--- src/rtl/crc32_stream.sv ---
// Streaming Ethernet CRC32 (reflected, LSB-first) over a DATA_W-bit byte-lane word.
// Generate mode appends the 4-byte FCS as a serial byte stream after the frame;
// check mode flags whether frame plus FCS left the expected residue.
module crc32_stream #(
    parameter int          DATA_W    = 8,
    parameter logic [31:0] POLY_REFL = 32'hEDB88320,
    parameter logic [31:0] INIT      = 32'hFFFFFFFF,
    parameter logic [31:0] XOROUT    = 32'hFFFFFFFF,
    parameter logic [31:0] RESIDUE   = 32'hDEBB20E3
) (
    input  logic                          clk,
    input  logic                          rst,
    input  logic                          mode,
    input  logic                          start,
    input  logic                          in_valid,
    output logic                          in_ready,
    input  logic [DATA_W-1:0]             in_data,
    input  logic                          in_last,
    input  logic [$clog2(DATA_W/8):0]     in_bytes,
    output logic [31:0]                   crc_out,
    output logic                          done,
    output logic                          crc_ok,
    output logic                          fcs_valid,
    output logic [7:0]                    fcs_data,
    output logic                          fcs_last
);

    localparam int LANES = DATA_W / 8;

    typedef enum logic {RUN, APPEND} state_t;

    state_t      state, state_next;
    logic [1:0]  cnt, cnt_next;
    logic        pend, pend_next;
    logic        load_fcs;
    logic [31:0] fcs_word;
    logic [31:0] crc_p1;
    logic [31:0] base_p0;
    logic [31:0] fold_p0;
    logic        accept;
    int          n_lanes;

    // One byte through the reflected CRC: 8 LSB-first shift/XOR steps.
    function automatic logic [31:0] crc_byte(input logic [31:0] c, input logic [7:0] b);
        logic [31:0] r;
        r = c ^ {24'h0, b};
        for (int i = 0; i < 8; i++) begin
            r = r[0] ? ((r >> 1) ^ POLY_REFL) : (r >> 1);
        end
        return r;
    endfunction

    assign accept    = in_valid && in_ready;
    assign in_ready  = (state == RUN);
    assign fcs_valid = (state == APPEND);
    assign fcs_last  = (state == APPEND) && (cnt == 2'd3);

    // Fold the valid lanes of the current word, lane 0 first; start restarts from INIT.
    always_comb begin
        base_p0 = start ? INIT : crc_p1;
        n_lanes = LANES;
        if (in_last && (in_bytes != '0) && (int'(in_bytes) < LANES)) begin
            n_lanes = int'(in_bytes);
        end
        fold_p0 = base_p0;
        for (int l = 0; l < LANES; l++) begin
            if (l < n_lanes) begin
                fold_p0 = crc_byte(fold_p0, in_data[8*l +: 8]);
            end
        end
    end

    // Next-state logic: RUN enters APPEND the cycle after a generate-mode done.
    always_comb begin
        state_next = state;
        cnt_next   = cnt;
        pend_next  = pend;
        load_fcs   = 1'b0;
        if (accept && in_last && !mode) begin
            pend_next = 1'b1;
        end
        case (state)
            RUN: begin
                if (pend) begin
                    state_next = APPEND;
                    cnt_next   = 2'd0;
                    load_fcs   = 1'b1;
                    pend_next  = accept && in_last && !mode;
                end
            end
            APPEND: begin
                if (start) begin
                    state_next = RUN;
                    cnt_next   = 2'd0;
                    pend_next  = 1'b0;
                end else if (cnt == 2'd3) begin
                    state_next = RUN;
                    cnt_next   = 2'd0;
                end else begin
                    cnt_next = cnt + 2'd1;
                end
            end
            default: begin
                state_next = RUN;
                cnt_next   = 2'd0;
            end
        endcase
    end

    // Control state, running CRC register and frame-result outputs.
    always_ff @(posedge clk) begin
        if (rst) begin
            state   <= RUN;
            cnt     <= 2'd0;
            pend    <= 1'b0;
            crc_p1  <= INIT;
            crc_out <= 32'h0;
            done    <= 1'b0;
            crc_ok  <= 1'b0;
        end else begin
            state <= state_next;
            cnt   <= cnt_next;
            pend  <= pend_next;
            done  <= accept && in_last;
            if (accept) begin
                if (in_last) begin
                    crc_out <= fold_p0 ^ XOROUT;
                    crc_ok  <= mode && (fold_p0 == RESIDUE);
                    crc_p1  <= INIT;
                end else begin
                    crc_p1 <= fold_p0;
                end
            end else if (start) begin
                crc_p1 <= INIT;
            end
        end
    end

    // Snapshot of the FCS so a result landing during APPEND cannot corrupt it.
    always_ff @(posedge clk) begin
        if (load_fcs) begin
            fcs_word <= crc_out;
        end
    end

    // Serialise the FCS least-significant byte first; zero outside APPEND.
    always_comb begin
        fcs_data = 8'h00;
        if (state == APPEND) begin
            case (cnt)
                2'd0:    fcs_data = fcs_word[7:0];
                2'd1:    fcs_data = fcs_word[15:8];
                2'd2:    fcs_data = fcs_word[23:16];
                default: fcs_data = fcs_word[31:24];
            endcase
        end
    end

endmodule

--- config.mk ---
export PLATFORM = sky130hd
export DESIGN_NAME = crc32_stream
export DESIGN_NICKNAME = d
export VERILOG_FILES = /design/src/rtl/crc32_stream.sv
export SDC_FILE = /design/constraint.sdc
export NUM_CORES = 1
export LEC_CHECK = 0
export BUFFER_PORTS_ARGS = -buffer_cell sky130_fd_sc_hd__buf_2
export CORE_MARGIN = 8
export CORE_UTILIZATION = 40
export CTS_BUF_LIST = sky130_fd_sc_hd__clkbuf_8
export DETAILED_ROUTE_END_ITERATION = 7
export PLACE_DENSITY = 0.67
export REMOVE_ABC_BUFFERS = 1
export SLEW_MARGIN = 20
export SYNTH_ARGS = -nofsm -noshare
export SYNTH_HDL_FRONTEND = slang
export SYNTH_SLANG_ARGS = --single-unit
--- constraint.sdc ---
create_clock -name clk -period 2.5 [get_ports clk]
set_clock_uncertainty 0.2 [all_clocks]
set_input_delay 0 -clock clk [delete_from_list [all_inputs] [get_ports clk]]
set_output_delay 0 -clock clk [all_outputs]
set_load 0.01 [all_outputs]
==> reports/metrics.csv <==
stage,metric,value,unit
run_status,status,finished with violations,
run_status,violations,setup timing,
clock_network,cts_tree,done,
floorplan,io-pin-count,60,
pwr,power.switching,1.54,mW
grt,grt_busiest_layer,met2,
critical_path,crit_fanout,6,
placed_design,dp_hpwl,12100,um
yosys,ys_seq_elements,102,
grt,grt_start_max_net_pins,52,
yosys,synth_edf_count,32,
clock_network,cts_sinks,102,
floorplan,num_rows,43,
critical_path,r2r_end,crc_ok,
pwr,power,4.62,mW
timing,tns,-0.323,ns
timing,setup_ws,-0.190,ns
layout,fin_area,6890,um2
yosys,synth_cells,585,
critical_path,path_cells,dlygate4sd3_1 > buf_2 > xnor2_1 > o21ai_0 > buf_4 > o211ai_2 > or4b_4 > nor4b_4 > o2111ai_1 > o31ai_2,
yosys,synth_cell_types,64,
layout,utilization,49.7,%
layout,finalNetCount,697,
placed_design,gp_congestion,0.954,
layout,nFillCells,1296,
floorplan,dieArea,18300,um2
pwr,p_seq_share,42.2,%
pwr,peakVddDrop,0.000304,V
yosys,ys.flop_type,dfxtp_1,
route,ant_nets,0,
grt,grtUsageMet3,3.82,%
grt,grt_pass1_wl,24600,um
critical_path,cp-startpoint,in_data[3],
critical_path,r2r-start,crc_p1[13],
yosys,avgSynthCellArea,9.73,um2
route,wire_per_inst,18.0,um
run,drv_cap,0,
pwr,p_sw_share,33.3,%
grt,grt_overflow,0,
grt,met2_usage,27.5,%
timing,slew_viol_final,0,
layout,drive_gt1_share,27.1,%
layout,area_growth,21.2,%
clock_network,htree_levels,3,
critical_path,critPathMaxStageDelay,0.53,ns
route,drc,0,
yosys,yosysSeqAreaShare,41.5,%
layout,antenna_cells,0,
pwr,intPower,3.08,mW
floorplan,start_util,41.0,%
grt,met1_usage,22.2,%
worst_hold_path,min_path_type,in2reg,
yosys,syn_area,5690,um2
timing,worst_slew_pin_slew,0.604,ns
clock_network,cts_root_buf,clkbuf_8,
clock_network,clock_path_buffers,2,
layout,multiInputGateArea,3200,um2
critical_path,crit_path_top_delay_cell,dlygate4sd3_1,
critical_path,reg2reg_depth,7,
timing,max-slew-margin-rel,59.5,%
critical_path,cp-start-kind,input pin,
placed_design,numPortBuffers,58,
grt,antenna_found_initial,0,
pwr,clkPwrFrac,21.5,%
pwr,p_per_area,670,nW/um2
critical_path,crit_required,2.60,ns
route,dr_total_vias,4593,
critical_path,reg2reg_slack,-0.12,ns
route,routed_wl,15500,um
route,dr.pass1.iters,6,
pwr,p_leak,2.82,nW
clock_network,clock_latency,0.37,ns
route,drt_iter0_drc,319,
timing,whs,0.0455,ns
clock_network,clk_pin_slew_worst_paths,0.10,ns
timing,post-route-min-period,2.69,ns
critical_path,worstSetupEndpoint,crc_ok,
clock_network,cts_buffers,9,
yosys,synthArstFlopShare,0,%
yosys,yosysWarnings,0,
pwr,combPwrFrac,36.3,%
timing,hold_viol,0,
critical_path,crit_arrival,2.79,ns
timing,grt_setup_unrepaired,true,
critical_path,critPathCaptureType,flop,
floorplan,die_x,135,um
timing,fmax,372,MHz
timing,timing.final.crit_share,108,%
layout,seq_area,2370,um2
grt,grt_usage,17.2,%
floorplan,coreArea,13900,um2
grt,grt_pass1_vias,4532,
critical_path,critical_path_class,in2reg,
timing,setup_viol_count_final,5,
floorplan,die_h,135,um
placed_design,placed_area,6490,um2
route,vias_per_cell,5.32,
==> kinds of logic (layout without fill, tap and decap cells) <==
family | Yosys count | after routing | synth area share, %
XOR/XNOR | 101 | 101 | 19.7
AO/OA/AOI/OAI | 127 | 127 | 15.8
flip-flops | 102 | 102 | 41.5
AND/OR/NAND/NOR | 189 | 189 | 16.6
adder cells (fa/ha/maj) | 4 | 4 | 0.880
buffers and inverters | 58 | 156 | 4.84
multiplexers | 4 | 4 | 0.704
==> sequential cells by signal, summed over array words and instances, names as in the netlist <==
signal and cells:
cnt 2, crc_ok 1, crc_out 32, crc_p1 32, done 1, fcs_valid 1
fcs_word 32, pend 1
==> layer usage <==
metal	wire length [um]	share of wire (%)
met5	0	0
met1	6920	45
met3	870	5.6
met2	7360	47
met4	353	2.3
==> cells in the final DEF, fill, tap and decap left out, types with 7 or more instances in the layout <==
cell type,instances
a222oi_1,8
buf_2,58
nor3_1,29
nor2b_1,8
dfxtp_1,64
o22ai_1,7
o21a_1,8
buf_4,68
nand2b_1,14
clkbuf_8,10
xnor3_1,8
a22o_1,24
a21oi_1,32
edfxtp_1,32
xnor2_1,56
o21ai_0,16
xor2_1,20
nand2_1,45
o31ai_1,7
nor2_1,53
==> cell usage after synthesis, types with 3 or more instances <==
master,number,area (um2)
dfxtp_1,70,1400
xnor2_1,61,534
nor2_1,54,203
nand2_1,45,169
a21oi_1,33,165
edfxtp_1,32,961
nor3_1,31,155
clkbuf_1,26,97.6
a22o_1,24,210
xor2_1,24,210
o21ai_0,16,80.1
nand2b_1,14,87.6
buf_2,13,65.1
nor2b_1,10,62.6
xnor3_1,9,203
a222oi_1,8,80.1
o21a_1,8,60.1
o22ai_1,7,43.8
o31ai_1,7,52.6
inv_1,6,22.5
buf_4,5,37.5
or2_2,5,31.3
xor3_1,5,119
buf_1,4,15.0
ha_1,4,50.1
mux2i_1,4,40.0
a31oi_1,3,18.8
and2_1,3,18.8
and3_1,3,18.8
buf_6,3,33.8
nand3_1,3,15.0
o22a_1,3,26.3
or3_1,3,18.8
==> power by group through the flow <==
stage	Combinational, mW	Sequential (mW)	Clock [mW]
after detailed placement	1.57	1.98	0
final	1.68	1.95	0.994
after CTS	1.62	1.95	1.02
after floorplan	0.916	1.99	0
after global routing	1.81	1.96	1.09
after global placement	1.56	1.98	0
==> worst max-delay path: cells and delay by family <==
kind,cells,cell delay [ns]
buffers and inverters,3,0.93
and+or+nand+nor,2,0.75
AOI/OAI and AO/OA,4,0.68
xor gates and xnor gates,1,0.42
==> worst min path at each step <==
stage | startpoint | to | slack (ns) | depth (start not counted)
global route | in_valid | crc_out[11] | 0.06 | 5
floorplan | rst | cnt[1] | -0.13 | 1
global placement | mode | pend | 0.07 | 2
finish | in_valid | crc_p1[30] | 0.05 | 5
CTS | in_valid | crc_p1[30] | 0.03 | 5
detailed placement | mode | pend | 0.07 | 2
==> what timing repair did <==
| action | in CTS | in global routing |
|---|---|---|
| resized for setup | 14 | 12 |
| pin swaps | 3 | 6 |
| setup endpoints to repair | 11 | 15 |
| cloned | 0 | 0 |
| endpoints found under the hold margin | 41 | 0 |
| buffers inserted | 2 | 1 |
| hold buffers | 5 | 0 |
==> layout make-up <==
class / count / area share (%)
clock buffer: 10 / 2.00
clock inverter: 6 / 0.762
inverter: 7 / 0.381
multi-input combinational: 425 / 46.4
sequential: 102 / 34.4
tap: 180 / 3.27
timing repair buffer: 133 / 12.8
==> metrics by stage <==
stage	cells	setup slack, ns
3_5_place_dp	839	-0.136
2_1_floorplan	534	-2.12
4_1_cts	862	-0.0878
6_report	863	-0.190
5_1_grt	863	-0.306
3_3_place_gp	839	-0.0915
No activity file was read; power rests on OpenSTA's default activity.
